--- config.mk ---
export PLATFORM = sky130hd
export DESIGN_NAME = axis_pkt_arbiter
export DESIGN_NICKNAME = d
export VERILOG_FILES = /design/src/rtl/axis_arb_pkg.sv /design/src/rtl/axis_rr_picker.sv /design/src/rtl/axis_pkt_arbiter.sv
export SDC_FILE = /design/constraint.sdc
export NUM_CORES = 1
export LEC_CHECK = 0
export CORE_AREA = 5 5 396 398
export DETAILED_ROUTE_END_ITERATION = 10
export DIE_AREA = 0 0 401 403
export PLACE_DENSITY = 0.36
export RECOVER_POWER = 25
export REMOVE_ABC_BUFFERS = 1
export SYNTH_ARGS = -nofsm -noshare
export SYNTH_HDL_FRONTEND = slang
export SYNTH_SLANG_ARGS = --single-unit
--- constraint.sdc ---
create_clock -name aclk -period 3.4 [get_ports aclk]
set_input_delay 0.85 -clock aclk [delete_from_list [all_inputs] [get_ports aclk]]
set_output_delay 0.85 -clock aclk [all_outputs]
set_load 0.05 [all_outputs]
--- src/rtl/axis_arb_pkg.sv ---
// rtl/axis_arb_pkg.sv - shared types, constants and round-robin pick function for axis_pkt_arbiter
package axis_arb_pkg;

  typedef enum logic {
    IDLE = 1'b0,
    BUSY = 1'b1
  } arb_state_e;

  localparam int PKT_CNT_W = 32;
  localparam int MAX_PORTS = 16;

  // First set bit of req at or above ptr, wrapping at n-1; returns ptr when req is empty.
  function automatic logic [3:0] rr_pick(input logic [15:0] req, input logic [3:0] ptr, input int n);
    logic [3:0] idx;
    int         j;
    idx = ptr;
    j   = 0;
    for (int k = MAX_PORTS - 1; k >= 0; k--) begin
      if (k < n) begin
        j = int'(ptr) + k;
        if (j >= n) j = j - n;
        if (req[j[3:0]]) idx = 4'(j);
      end
    end
    return idx;
  endfunction

endpackage

--- src/rtl/axis_rr_picker.sv ---
// rtl/axis_rr_picker.sv - combinational round-robin priority encoder
module axis_rr_picker
  import axis_arb_pkg::*;
#(
  parameter int NUM_PORTS = 4,
  parameter int IDX_W     = $clog2(NUM_PORTS)
) (
  input  logic [NUM_PORTS-1:0] req,
  input  logic [IDX_W-1:0]     ptr,
  output logic [IDX_W-1:0]     idx,
  output logic                 found
);

  logic [3:0] pick;

  assign pick  = rr_pick(16'(req), 4'(ptr), NUM_PORTS);
  assign idx   = IDX_W'(pick);
  assign found = |req;

endmodule

--- src/rtl/axis_pkt_arbiter.sv ---
// rtl/axis_pkt_arbiter.sv - packet-granular round-robin AXI-Stream arbiter
// Per-port completed-packet counters exist only when AXIS_ARB_PKT_CNT_EN is defined.
module axis_pkt_arbiter
  import axis_arb_pkg::*;
#(
  parameter int DATA_WIDTH = 64,
  parameter int USER_WIDTH = 128,
  parameter int NUM_PORTS  = 4,
  parameter int IDX_W      = $clog2(NUM_PORTS)
) (
  input  logic                             aclk,
  input  logic                             aresetn,
  input  logic [NUM_PORTS*DATA_WIDTH-1:0]  s_tdata,
  input  logic [NUM_PORTS-1:0]             s_tvalid,
  output logic [NUM_PORTS-1:0]             s_tready,
  input  logic [NUM_PORTS-1:0]             s_tlast,
  input  logic [NUM_PORTS*DATA_WIDTH/8-1:0] s_tkeep,
  input  logic [NUM_PORTS*USER_WIDTH-1:0]  s_tuser,
  output logic [DATA_WIDTH-1:0]            m_tdata,
  output logic                             m_tvalid,
  output logic                             m_tlast,
  output logic [DATA_WIDTH/8-1:0]          m_tkeep,
  output logic [USER_WIDTH-1:0]            m_tuser,
  input  logic                             m_tready,
  output logic                             grant_valid,
  output logic [IDX_W-1:0]                 grant_idx
`ifdef AXIS_ARB_PKT_CNT_EN
  ,
  output logic [NUM_PORTS*PKT_CNT_W-1:0]   pkt_cnt
`endif
);

  localparam int KEEP_W = DATA_WIDTH / 8;

  arb_state_e       state_q, state_d;
  logic [IDX_W-1:0] grant_idx_q, grant_idx_d;
  logic [IDX_W-1:0] rr_ptr_q, rr_ptr_d;
  logic [IDX_W-1:0] pick_idx;
  logic             pick_found;
  logic             pkt_done;

  axis_rr_picker #(
    .NUM_PORTS(NUM_PORTS),
    .IDX_W    (IDX_W)
  ) u_picker (
    .req  (s_tvalid),
    .ptr  (rr_ptr_q),
    .idx  (pick_idx),
    .found(pick_found)
  );

  always_comb begin
    state_d     = state_q;
    grant_idx_d = grant_idx_q;
    rr_ptr_d    = rr_ptr_q;
    pkt_done    = 1'b0;
    s_tready    = '0;
    m_tvalid    = 1'b0;
    m_tlast     = 1'b0;
    m_tdata     = '0;
    m_tkeep     = '0;
    m_tuser     = '0;
    case (state_q)
      IDLE: begin
        if (pick_found) begin
          grant_idx_d = pick_idx;
          state_d     = BUSY;
        end
      end
      BUSY: begin
        m_tvalid              = s_tvalid[grant_idx_q];
        m_tlast               = s_tlast[grant_idx_q];
        m_tdata               = s_tdata[grant_idx_q*DATA_WIDTH +: DATA_WIDTH];
        m_tkeep               = s_tkeep[grant_idx_q*KEEP_W +: KEEP_W];
        m_tuser               = s_tuser[grant_idx_q*USER_WIDTH +: USER_WIDTH];
        s_tready[grant_idx_q] = m_tready;
        pkt_done              = m_tvalid & m_tready & m_tlast;
        if (pkt_done) begin
          // The port just served drops to lowest priority for the next pick.
          rr_ptr_d = (grant_idx_q == IDX_W'(NUM_PORTS - 1)) ? '0 : grant_idx_q + IDX_W'(1);
          state_d  = IDLE;
        end
      end
      default: state_d = IDLE;
    endcase
  end

  always_ff @(posedge aclk) begin
    if (!aresetn) begin
      state_q     <= IDLE;
      grant_idx_q <= '0;
      rr_ptr_q    <= '0;
    end else begin
      state_q     <= state_d;
      grant_idx_q <= grant_idx_d;
      rr_ptr_q    <= rr_ptr_d;
    end
  end

  assign grant_valid = (state_q == BUSY);
  assign grant_idx   = grant_idx_q;

`ifdef AXIS_ARB_PKT_CNT_EN
  logic [NUM_PORTS*PKT_CNT_W-1:0] pkt_cnt_q, pkt_cnt_d;

  always_comb begin
    pkt_cnt_d = pkt_cnt_q;
    if (pkt_done) begin
      pkt_cnt_d[grant_idx_q*PKT_CNT_W +: PKT_CNT_W] =
        pkt_cnt_q[grant_idx_q*PKT_CNT_W +: PKT_CNT_W] + PKT_CNT_W'(1);
    end
  end

  always_ff @(posedge aclk) begin
    if (!aresetn) pkt_cnt_q <= '0;
    else          pkt_cnt_q <= pkt_cnt_d;
  end

  assign pkt_cnt = pkt_cnt_q;
`endif

endmodule

==> flow_metrics.env <==
export IMPL_reg2reg_to="grant_idx[0]"
export IMPL_synth_cell_types=31
export IMPL_final_nets=2347
export IMPL_ys_ff_latch=5
export IMPL_status="finished, final reports clean"
export IMPL_grt_pass1_vias=10800
export IMPL_rsz0062_at_grt="false"
export IMPL_place_congestion=0.918
export IMPL_ys_warn_count=0
export IMPL_via_per_inst=2.75
export IMPL_row_count=144
export IMPL_first_pass_iters=5
export IMPL_cp_arrival_ns=2.43
export IMPL_cts_clk_slew_worst_paths_ns=0.03
export IMPL_wl_per_cell_um=25.2
export IMPL_cts_tree="built"
export IMPL_async_reset_ff_share_pct=0
export IMPL_syn_area_per_cell_um2=12.4
export IMPL_skew_ns=0.000340
export IMPL_clock_sinks=5
export IMPL_worstSetupEndpoint="m_tuser[76]"
export IMPL_r2r_start="rr_ptr_q[0]"
export IMPL_synthToLayoutAreaGrowth_pct=199
export IMPL_crit_required_ns=2.55
export IMPL_ant_nets=0
export IMPL_min_delay_start="rr_ptr_q[1]"
export IMPL_start_util_pct=4.38
export IMPL_antenna_found_initial=42
export IMPL_startpoint_type="input pin"
export IMPL_ir_worst_vdd_v=0.000118
export IMPL_drv_slew=0
export IMPL_worst_hold_path_type="reg -> reg"
export IMPL_final_util_pct=13.1
export IMPL_drc=0
export IMPL_clk_path_buf_depth=2
export IMPL_fmax_mhz=305
export IMPL_maxCapViolations=0
export IMPL_most_common_layout_cells="807 x clkdlybuf4s50_1, 202 x mux4_2, 195 x and2_1"
export IMPL_power_density_mw_per_mm2=230
export IMPL_r2r_cells=7
export IMPL_setup_tns_ns=0
export IMPL_htree_levels=1
export IMPL_drt_iter0_markers=594
export IMPL_worst_pin_slew_ns=0.643
export IMPL_grt_util_all_layers_pct=10.5
export IMPL_relSlewSlack_pct=57.2
export IMPL_clock_latency_ns=0.23
export IMPL_grt_first_pass_wirelength_um=113000
export IMPL_path_max_fanout=1
export IMPL_syn_area_mm2=0.00670
export IMPL_synth_edff_count=0
export IMPL_setup_viol=0
export IMPL_fp_dieArea_mm2=0.162
export IMPL_num_vias=9858
export IMPL_syn_inst=539
export IMPL_grt_max_degree=77
export IMPL_die_y_um=403
export IMPL_port_buffer_count=1019
export IMPL_period_share_pct=96.5
export IMPL_r2r_setup_slack_ns=1.18
export IMPL_layout_commonest_cell="clkdlybuf4s50_1"
export IMPL_die_x_um=401
export IMPL_clockRootBuffer="clkbuf_16"
export IMPL_postCtsSetupRepairBufs=0
export IMPL_synth_seq_area_share_pct=1.49
export IMPL_num_io_pins=1020
export IMPL_end_kind="output port"
export IMPL_drive_above_1_share_pct=29.1
export IMPL_ys_flop_type="dfxtp_1"
export IMPL_gr_total_overflow=0
export IMPL_hpwl_um=82900
export IMPL_cts_buffers_inserted=3
export IMPL_final_min_clock_period_ns=3.28
export IMPL_core_mm2=0.153
export IMPL_hold_viol=0
export IMPL_crit_type="in -> out"
export IMPL_postRouteWirelength_um=90600
export IMPL_p_leak_uw=0.00662
export IMPL_startpoint="s_tuser[76]"
## worst max-delay path: stages
cell and delay (ns):
clkdlybuf4s50_1 0.59, mux4_2 0.60, and2_1 0.22, buf_12 0.15
## state kept, by name (all words and copies together) (netlist names)
name and cells:
grant_idx 2, rr_ptr_q 2, grant_valid 1
## synth_stat cells, types with 4 or more instances
master / instances / area (um^2)
nand2_1: 4 / 15.0
and3_1: 5 / 31.3
buf_4: 17 / 128
o21ai_0: 5 / 25.0
mux4_2: 202 / 4550
dfxtp_1: 5 / 100
buf_1: 9 / 33.8
and2_1: 202 / 1260
inv_1: 5 / 18.8
buf_2: 10 / 50.1
ha_1: 9 / 113
clkbuf_1: 33 / 124
nor2_1: 8 / 30.0
## cells by family after synthesis
family,share of synthesized area (%)
and+or+nand+nor,20.8
muxes,69.0
buffers and inverters,5.45
AOI/OAI and AO/OA,1.59
adders and majority gates,1.68
DFF,1.49
## timing repair
item | in CTS | in global routing
hold buffers | 0 | 0
setup endpoints to repair | 2 | 0
resized for setup | 2 | 0
hold endpoints to repair | 0 | 0
## through the flow
stage	setup slack (ns)	hold WS [ns]	cell area [um^2]	total power (uW)	std cells
CTS	0.0520	0.643	20100	4760	3570
global route	0.0643	0.724	20000	4860	3583
detailed placement	-0.0938	0.637	20000	4550	3566
finish	0.119	0.632	20000	4620	3590
floorplan	-7.39	0.568	6350	2370	469
global placement	-0.109	0.661	20000	4560	3566
## report_power, final
part           total [uW]  internal (uW)  switching, uW  leakage, uW
sequential           83.2           63.9           19.3    0.0000425
clock                 194            155           38.5    0.0000383
combinational        4340           2140           2200      0.00654
total                4620           2360           2260      0.00662
## how the worst min path moves through the flow
stage / depth (start not counted) / slack [ns] / end
4_1_cts: 2 / 0.64 / rr_ptr_q[1]
3_5_place_dp: 2 / 0.64 / rr_ptr_q[1]
5_1_grt: 2 / 0.72 / rr_ptr_q[1]
3_3_place_gp: 2 / 0.66 / rr_ptr_q[1]
2_1_floorplan: 2 / 0.57 / rr_ptr_q[1]
6_report: 2 / 0.63 / rr_ptr_q[1]
## final cells by class
cell class                      instances  area, um^2
Fill cell                           17300      133000
Timing Repair Buffer                 1053       11000
Multi-Input combinational cell        459        6240
Tap cell                             2044        2560
Sequential cell                         5         109
Clock buffer                            4        78.8
Antenna cell                           20        50.0
Inverter                                5        18.8
## metal layers
metal / part of all wire [%] / global-route usage, %
met4: 1.5 / 2.29
met2: 52 / 18.6
met3: 10 / 4.25
met5: 0.0077 / 0.654
met1: 36 / 11.7
Power figures use the tool's default switching activity.
